$ cat src/rtl/ca2_serial.sv
// rtl/ca2_serial.sv - bit-serial two's-complement negate / absolute value with CVNZ flags
//
// Computes R = -A (mode=0, NEG) or R = |A| (mode=1, ABS) one bit per clock,
// LSB first, using the copy-until-first-one-then-invert rule.
// Optional macro CA2_SAT_EN: saturate the overflow case (A == MIN) to the
// maximum positive value instead of wrapping to MIN.
//
// Ports:
//   clk    in   clock, rising edge
//   rst    in   asynchronous active-high reset
//   start  in   operation request, sampled only when idle
//   mode   in   0 = NEG, 1 = ABS, latched with start
//   A      in   operand, latched with start
//   R      out  result register
//   CCR    out  condition codes {C,V,N,Z} placed by the *_mask parameters
//   busy   out  operation in progress
//   done   out  one-cycle pulse when R/CCR update

module ca2_serial #(
    parameter int         op_size = 4,
    parameter logic [3:0] c_mask  = 4'b1000,
    parameter logic [3:0] v_mask  = 4'b0100,
    parameter logic [3:0] n_mask  = 4'b0010,
    parameter logic [3:0] z_mask  = 4'b0001
) (
    input  logic               clk,
    input  logic               rst,
    input  logic               start,
    input  logic               mode,
    input  logic [op_size-1:0] A,
    output logic [op_size-1:0] R,
    output logic [3:0]         CCR,
    output logic               busy,
    output logic               done
);

    localparam int CW = $clog2(op_size);
    localparam logic [CW-1:0] LAST_BIT = CW'(op_size - 1);
    localparam logic [op_size-1:0] MIN_VAL = {1'b1, {(op_size-1){1'b0}}};
`ifdef CA2_SAT_EN
    localparam logic [op_size-1:0] MAX_VAL = {1'b0, {(op_size-1){1'b1}}};
`endif

    typedef enum logic [1:0] {
        S_IDLE,
        S_SHIFT,
        S_DONE
    } state_t;

    state_t             state_q, state_d;
    logic [op_size-1:0] a_q, a_d;       // operand, shifted right each bit
    logic [op_size-1:0] res_q, res_d;   // result, filled from the MSB side
    logic [CW-1:0]      cnt_q, cnt_d;
    logic               seen_q, seen_d; // a one has already passed through
    logic               inv_q, inv_d;   // negation is actually performed
    logic               mode_q, mode_d;
    logic               sign_q, sign_d; // sign of the latched operand
    logic [op_size-1:0] r_q, r_d;
    logic [3:0]         ccr_q, ccr_d;
    logic               done_q, done_d;

    logic               a_bit;
    logic               out_bit;
    logic               v_flag;
    logic               c_flag;
    logic [op_size-1:0] r_fin;

    assign a_bit   = a_q[0];
    assign out_bit = (inv_q & seen_q) ? ~a_bit : a_bit;

    always_comb begin
        state_d = state_q;
        a_d     = a_q;
        res_d   = res_q;
        cnt_d   = cnt_q;
        seen_d  = seen_q;
        inv_d   = inv_q;
        mode_d  = mode_q;
        sign_d  = sign_q;
        r_d     = r_q;
        ccr_d   = ccr_q;
        done_d  = 1'b0;
        v_flag  = 1'b0;
        c_flag  = 1'b0;
        r_fin   = res_q;

        case (state_q)
            S_IDLE: begin
                if (start) begin
                    a_d     = A;
                    mode_d  = mode;
                    sign_d  = A[op_size-1];
                    inv_d   = ~mode | A[op_size-1];
                    cnt_d   = '0;
                    seen_d  = 1'b0;
                    state_d = S_SHIFT;
                end
            end
            S_SHIFT: begin
                res_d  = {out_bit, res_q[op_size-1:1]};
                a_d    = {1'b0, a_q[op_size-1:1]};
                seen_d = seen_q | a_bit;
                cnt_d  = cnt_q + CW'(1);
                if (cnt_q == LAST_BIT) begin
                    state_d = S_DONE;
                end
            end
            S_DONE: begin
                // Only MIN produces MIN in either mode: every other negative
                // operand gives a positive |A|, and -A == MIN only for A == MIN.
                v_flag = (res_q == MIN_VAL);
                // NEG carries whenever A is nonzero (seen_q); ABS only when
                // it actually negated a negative operand.
                c_flag = mode_q ? sign_q : seen_q;
`ifdef CA2_SAT_EN
                if (v_flag) begin
                    r_fin = MAX_VAL;
                end
`endif
                r_d = r_fin;
                ccr_d = (c_flag                 ? c_mask : 4'b0000)
                      | (v_flag                 ? v_mask : 4'b0000)
                      | (r_fin[op_size-1]       ? n_mask : 4'b0000)
                      | ((r_fin == '0)          ? z_mask : 4'b0000);
                done_d  = 1'b1;
                state_d = S_IDLE;
            end
            default: begin
                state_d = S_IDLE;
            end
        endcase
    end

    always_ff @(posedge clk or posedge rst) begin
        if (rst) begin
            state_q <= S_IDLE;
            a_q     <= '0;
            res_q   <= '0;
            cnt_q   <= '0;
            seen_q  <= 1'b0;
            inv_q   <= 1'b0;
            mode_q  <= 1'b0;
            sign_q  <= 1'b0;
            r_q     <= '0;
            ccr_q   <= 4'b0000;
            done_q  <= 1'b0;
        end else begin
            state_q <= state_d;
            a_q     <= a_d;
            res_q   <= res_d;
            cnt_q   <= cnt_d;
            seen_q  <= seen_d;
            inv_q   <= inv_d;
            mode_q  <= mode_d;
            sign_q  <= sign_d;
            r_q     <= r_d;
            ccr_q   <= ccr_d;
            done_q  <= done_d;
        end
    end

    assign R    = r_q;
    assign CCR  = ccr_q;
    assign done = done_q;
    assign busy = (state_q != S_IDLE);

endmodule

$ cat config.mk
export PLATFORM = sky130hd
export DESIGN_NAME = ca2_serial
export DESIGN_NICKNAME = d
export VERILOG_FILES = /design/src/rtl/ca2_serial.sv
export SDC_FILE = /design/constraint.sdc
export NUM_CORES = 1
export LEC_CHECK = 0
export ABC_AREA = 0
export BUFFER_PORTS_ARGS = -buffer_cell sky130_fd_sc_hd__buf_2
export CAP_MARGIN = 20
export CORE_MARGIN = 2
export CORE_UTILIZATION = 25
export CTS_BUF_LIST = sky130_fd_sc_hd__clkbuf_4 sky130_fd_sc_hd__clkbuf_8
export DETAILED_ROUTE_END_ITERATION = 8
export PLACE_DENSITY_LB_ADDON = 0.12
export SLEW_MARGIN = 20
export SYNTH_ARGS = -nofsm -noshare
export SYNTH_HDL_FRONTEND = slang
export SYNTH_SLANG_ARGS = --single-unit
$ cat constraint.sdc
create_clock -name clk -period 2.1 [get_ports clk]
set_input_delay 0.315 -clock clk [delete_from_list [all_inputs] [get_ports clk]]
set_output_delay 0.315 -clock clk [all_outputs]
set_load 0.01 [all_outputs]
After elaboration in Yosys (flattened, before gate mapping)
Index checks and enable logic that the tools add are counted. W data, S select, Z words.

$add $sub $neg: 1. Bitwise logic cells: 8. Muxes and demuxes: 16. Reduce and logical (&&, ||, !) cells: 7. Eq/ne operators: 6.

Operators by type and width (count): $mux W2 (4); $mux W4 (2); $pmux W2 S2 (2); $pmux W4 S2 (1); $reduce_and A2 Y1 (3); $mux W1 (5); $eq A2 B2 Y1 const B (2); $eq A4 B4 Y1 const B (1); $logic_not A4 Y1 (1); $ne A2 B2 Y1 const B (2); $or A4 B1 Y4 (1); $or A4 B2 Y4 (1); $or A4 B3 Y4 (1); $reduce_bool A2 Y1 (2); $mux W3 (1); $add A2 B1 Y2 const B (1); $eq A2 B1 Y1 const B (1); $logic_not A2 Y1 (1); $not A1 Y1 (2); $or A1 B1 Y1 (2); $pmux W1 S2 (1); $and A1 B1 Y1 (1).

Register bits after elaboration: 25. Word-level logic and storage cells: 49. Output and inout port bits: 10. Bits of input ports: 8.

Depth between registers and ports, before layout
Gate-level depths: netlist of the first run.

Word-level depth: 5. Mapped depth: 6.

Worst setup path before layout of the first run
No wires, ideal clock.

Path kind: reg2out. From: register state_q[1]. To: output busy. Stages on the path, launching flop included: 3. Arrival: 0.931 ns. Path slack: 0.854 ns. Cell sequence: dfrtp_1 buf_2 or2_2.

Longest elaborated chain between the ends: 1.

RTL lines: start, declared (RTL line 50) `state_t state_q, state_d;`; start signal, assigned (RTL line 148) `state_q <= state_d;`; $reduce_bool A2 Y1 (RTL line 165) `assign busy = (state_q != S_IDLE);`; end, declared (RTL line 33) `output logic busy,`.

Every way passes these cells.

Final worst setup path of the first run
Ends and elaborated chain as after synthesis.

==> impl_results.md, run 1 <==
- Status: finished, final reports clean
- Final setup fails: 0
- Power density cells: 1490 nW/um^2
- Cell area after synthesis: 1080 um^2
- Total number of vias: 711
- Max stage delay cell, worst path: dfrtp_1
- Final instance area: 1270 um^2
- Filler Cells Inserted: 435
- Final hold slack: 83.4 ps
- Number of synthesized flops with an enable pin: 0
- Clock sinks: 24
- Drt wl/cell: 11.7 um
- Buffers and inverters on the worst path: 1
- Yosys reg bits: 24
- CTS buffer count: 3
- Worst IR Drop VDD: 0.565 mV
- Number of nets still failing antenna checks after routing: 0
- Setup TNS: 0 ps
- Worst Max-Slew Pin Slew: 532 ps
- Synthesis Warnings: 0
- Die X-Extent: 69.9 um
- Later-pin clock latency in the skew report: 260 ps
- CTS tree: built
- Final WL: 1950 um
- Core Area: 4090 um^2
- Crit. End Element: output pin
- Final net count: 127
- ANT cells: 0
- Ratio of cells with drive above 1 in the final layout: 30.8%
- Fin util: 31.1%
- FF-to-FF path depth: 4
- Root Buffer: clkbuf_8
- Antenna violations before repair: 0
- Crit share post-route: 79.1%
- Critical path depth: 2
- Post-Synthesis Cells: 100
- Final Wtd Congestion: 0.676
- Ports: 18
- Hold crit path type: in -> async
- Arr. time, crit path: 1350 ps
- Grt total ovfl: 0
- Worst path cell trace: or2_2 > buf_2
- Max Clk Rate: 602 MHz
- Main synth FF type: dfrtp_1
- Pins Over Slew Limit: 0
- Final WS setup: 438 ps
- Slowest Stage Delay on Critical Path: 580 ps
- # DRC: 0
- Endpoints failing hold: 0
- Final Non-Filler Cells: 167
- CP top delay family: flip-flops
- Placed Area: 1200 um^2
- Site row count: 23
- Clock Path Buffers: 2
- Effective utilization at floorplan: 26.5%
- Final Skew: 2.79 ps
- Critical Path Fanout Max: 16
- Req. time, crit path: 1780 ps
- Initial drt markers: 33
- Clock slew at reported path FFs: 90 ps
- Largest net degree at the start of global routing: 25
- H-tree depth: 1
- Cts hold-fix bufs: 0
- PnR Total Power: 1.90 mW
- First-pass GRT wire length: 3700 um
- Async SR Flop Fraction: 100%
- Startpoint types: register
- Count of placed standard cells including taps: 163
- Die Ht: 69.9 um
- Post-Syn Area per Cell: 10.8 um^2
- Max-slew headroom: 64.5%
- First drt pass iteration count: 3
- Time the worst path needs with I/O delays and setup: 1660 ps
- Hpwl dp: 1440 um
- Dpl ws: 650 ps
- Post-CTS sizing: 0
- Post CTS Setup Buffer Count: 0
- Pleak: 0.635 nW
- DR vias/cell: 4.26
- Input/output buffers: 17
- Die area: 4880 um^2
- Gr usage total: 9.48%
- Syn Nets: 109
- Area grow syn2layout: 17.3%
- Post-synthesis sequential area ratio: 55.4%
- RSZ-0062 raised after global routing: false
- Vias in the first global route: 788
- Maximum capacitance violations: 0
- Library cells used by synthesis: 30
- Critical path class: reg -> out
==> final timing paths <==
| path | from | endpoint | slack, ps |
|---|---|---|---|
| setup / recovery | state_q[1] | busy | 440 |
| hold / removal | rst | CCR[1] | 80 |
| setup reg to reg | state_q[1] | CCR[2] | 660 |
| hold reg to reg | R[2] | R[2] | 480 |
| max in group asynchronous | rst | cnt_q[1] | 1780 |
| min in group clk | mode | inv_q | 250 |
==> worst register-to-register path, stage by stage (launching register included) <==
cell and delay, ps:
dfrtp_1 680, nand2b_1 380, clkinv_4 150, nand2_2 70, o21ai_2 100
==> power by group <==
group | switching (mW) | internal (mW) | leakage [nW] | total (mW)
clock network | 0.145 | 0.255 | 0.0357 | 0.399
registers | 0.190 | 0.672 | 0.294 | 0.862
logic | 0.307 | 0.329 | 0.305 | 0.636
total | 0.642 | 1.26 | 0.635 | 1.90
==> cell families (layout without fill, tap and decap cells) <==
group	after synthesis	in the layout	synth area share [%]
AO/OA/AOI/OAI	19	19	11.4
XOR/XNOR	1	1	0.808
multiplexers	5	5	5.77
buffers and inverters	12	29	6.46
adder cells (fa/ha/maj)	1	1	1.15
AND/OR/NAND/NOR	38	38	19.0
flip-flops	24	24	55.4
==> metal layers <==
layer	global-route usage, %	part of all wire [%]	up-vias
li1	-	-	366
met1	11.1	45	328
met2	16.3	49	15
met3	3.90	5.4	2
met4	1.92	0.72	0
met5	0	0	-
==> Yosys cell counts (2+ instances only) <==
master / instances / share of area [%]
mux2_2: 2 / 2.1
and4bb_2: 2 / 2.3
mux2_4: 2 / 2.8
nand2_1: 23 / 8.0
a21oi_1: 4 / 1.8
nor2_1: 3 / 1.0
o21ai_0: 8 / 3.7
dfrtp_1: 24 / 55
a22oi_1: 2 / 1.4
inv_1: 6 / 2.1
buf_4: 3 / 2.1
nand2b_1: 3 / 1.7
==> layout make-up <==
class                   instances  area (um^2)  share of cell area (%)
well taps                      50         62.6                    4.92
flip-flops and latches         24          601                    47.2
clock buffers                   3         41.3                    3.24
inverters                       7         31.3                    2.46
multi-input cells              64          414                    32.5
repair buffers                 18         92.6                    7.28
clock inverters                 1         30.0                    2.36
==> flip-flops by register name, indices dropped and copies added (netlist names), 2 cells and up <==
signal / count
cnt_q: 2
R: 3
state_q: 2
r_fin: 4
CCR: 4
a_q: 4
==> layout by cell type (no fill, tap or decap), drive strengths merged, types with 2 or more instances in the layout <==
cell | netlist | final
nand2 | 24 | 24
and4bb | 2 | 2
nor2 | 3 | 3
inv | 6 | 6
dfrtp | 24 | 24
mux2 | 4 | 4
a21oi | 4 | 4
clkbuf | 0 | 3
o21ai | 9 | 9
buf | 5 | 18
a22oi | 3 | 3
nand2b | 3 | 3
Note: power is estimated with default switching activity, not from simulation.
==> run 2, diff against run 1 <==
==> constraint.sdc (replaced) <==
create_clock -name clk -period 1.4 [get_ports clk]
set_input_delay 0.21 -clock clk [delete_from_list [all_inputs] [get_ports clk]]
set_output_delay 0.21 -clock clk [all_outputs]
set_load 0.01 [all_outputs]
==> impl_results.md, run 2 (synthesis gave the netlist of run 1 again) <==
- Area grow syn2layout: 24.3%
- Ports: 18 (unchanged)
- Req. time, crit path: 1550 ps (-230 ps)
- Final net count: 135 (+6.3%)
- ANT cells: 0 (unchanged)
- Worst IR Drop VDD: 0.956 mV (+69%)
- Total number of vias: 757 (+6.5%)
- Hold crit path type: in -> reg
- Time the worst path needs with I/O delays and setup: 1330 ps
- Die area: 4880 um^2 (unchanged)
- Critical Path Fanout Max: 2 (-14)
- DR vias/cell: 4.33 (+1.6%)
- Final WL: 2070 um (+6.1%)
- Largest net degree at the start of global routing: 25 (unchanged)
- H-tree depth: 1 (unchanged)
- Pins Over Slew Limit: 0 (unchanged)
- CTS tree: built
- Number of nets still failing antenna checks after routing: 0 (unchanged)
- Drt wl/cell: 11.8 um (+1.2%)
- Maximum capacitance violations: 0 (unchanged)
- Site row count: 23 (unchanged)
- Clock sinks: 24 (unchanged)
- Clock Path Buffers: 2 (unchanged)
- CTS buffer count: 3 (unchanged)
- Crit. End Element: register
- Leading cell types in the layout, fill and taps excluded: 23 x dfrtp_1, 23 x nand2_1, 16 x buf_2
- Worst Max-Slew Pin Slew: 419 ps (-113 ps)
- Root Buffer: clkbuf_8
- Core Area: 4090 um^2 (unchanged)
- Ratio of cells with drive above 1 in the final layout: 35.2% (+4.4 points)
- Arr. time, crit path: 1490 ps (+140 ps)
- Final setup fails: 0 (unchanged)
- Critical path class: reg -> reg
- Startpoint types: register
- # DRC: 0 (unchanged)
- Status: finished, final reports clean
- Crit share post-route: 95.2%
- Dpl ws: 78.6 ps (-571 ps)
- Final Wtd Congestion: 0.762 (+13%)
- Final Skew: 8.43 ps (+5.64 ps)
- Later-pin clock latency in the skew report: 270 ps (about the same)
- Hpwl dp: 1420 um (-1.7%)
- Input/output buffers: 17 (unchanged)
- Final WS setup: 67.1 ps (-371 ps)
- Max-slew headroom: 72.0% (+7.5 points)
- Die X-Extent: 69.9 um (unchanged)
- RSZ-0062 raised after global routing: false
- Pleak: 0.677 nW (+6.7%)
- First-pass GRT wire length: 3610 um (-2.4%)
- First drt pass iteration count: 3 (unchanged)
- Effective utilization at floorplan: 26.5% (unchanged)
- Vias in the first global route: 792 (+0.51%)
- Endpoints failing hold: 0 (unchanged)
- Grt total ovfl: 0 (unchanged)
- Max Clk Rate: 750 MHz
- Setup TNS: 0 ps (unchanged)
- Die Ht: 69.9 um (unchanged)
- Clock slew at reported path FFs: 80 ps (about the same)
- Power density cells: 2210 nW/um^2 (+48%)
- Initial drt markers: 17 (-48%)
- Gr usage total: 9.35% (-0.13 points)
- Antenna violations before repair: 0 (unchanged)
## run 2: cell type report
| type | count | area (um^2) |
|---|---|---|
| tap | 50 | 62.6 |
| sequential | 24 | 602 |
| inverter | 7 | 31.3 |
| timing repair buffer | 26 | 165 |
| clock inverter | 1 | 30.0 |
| fill | 431 | 2740 |
| multi-input combinational | 64 | 417 |
| clock buffer | 3 | 41.3 |
## run 2: where the power goes
part / internal [mW] / switching [mW]
combinational: 0.596 / 0.524
clock: 0.382 / 0.226
sequential: 1.01 / 0.242
total: 1.99 / 0.992
## run 2: final timing paths
path / start / end / slack, ps / cells past startpoint
setup / recovery: state_q[1] / mode_q / 70 / 4
hold / removal: mode / inv_q / 150 / 2
setup reg to reg: state_q[1] / mode_q / 70 / 4
hold reg to reg: R[1] / R[1] / 480 / 2
max in group asynchronous: rst / state_q[0] / 610 / 4
min in group asynchronous: rst / CCR[1] / 520 / 4
## run 2: timing repair
action                     in CTS  in global routing
setup endpoints to repair       1                  1
hold buffers                    1                  0
hold endpoints to repair       24                  0
buffers inserted                2                  0
resized for setup               3                  1
## run 2: routing by layer
metal | vias up | wire (um) | global-route usage (%)
met5 | - | 0 | 0
met4 | 0 | 14 | 2.56
met3 | 2 | 99 | 3.46
met2 | 15 | 953 | 15.6
met1 | 358 | 1000 | 11.4
li1 | 382 | - | -
## run 2: worst max-delay path, stage by stage, from the launching register on
cell and delay [ps]:
dfrtp_1 390, buf_4 150, buf_4 130, nor3b_4 200, mux2_2 350
## run 2: per-stage QoR
step	std cells	power [mW]	util [%]	instance area (um^2)	hold slack, ps
global placement	168	2.33	30.3	1240	275
global route	175	3.23	33.0	1350	146
floorplan	100	2.05	-	1080	225
finish	175	2.98	33.0	1350	145
detailed placement	168	2.35	30.3	1240	285
CTS	175	3.02	32.9	1350	140
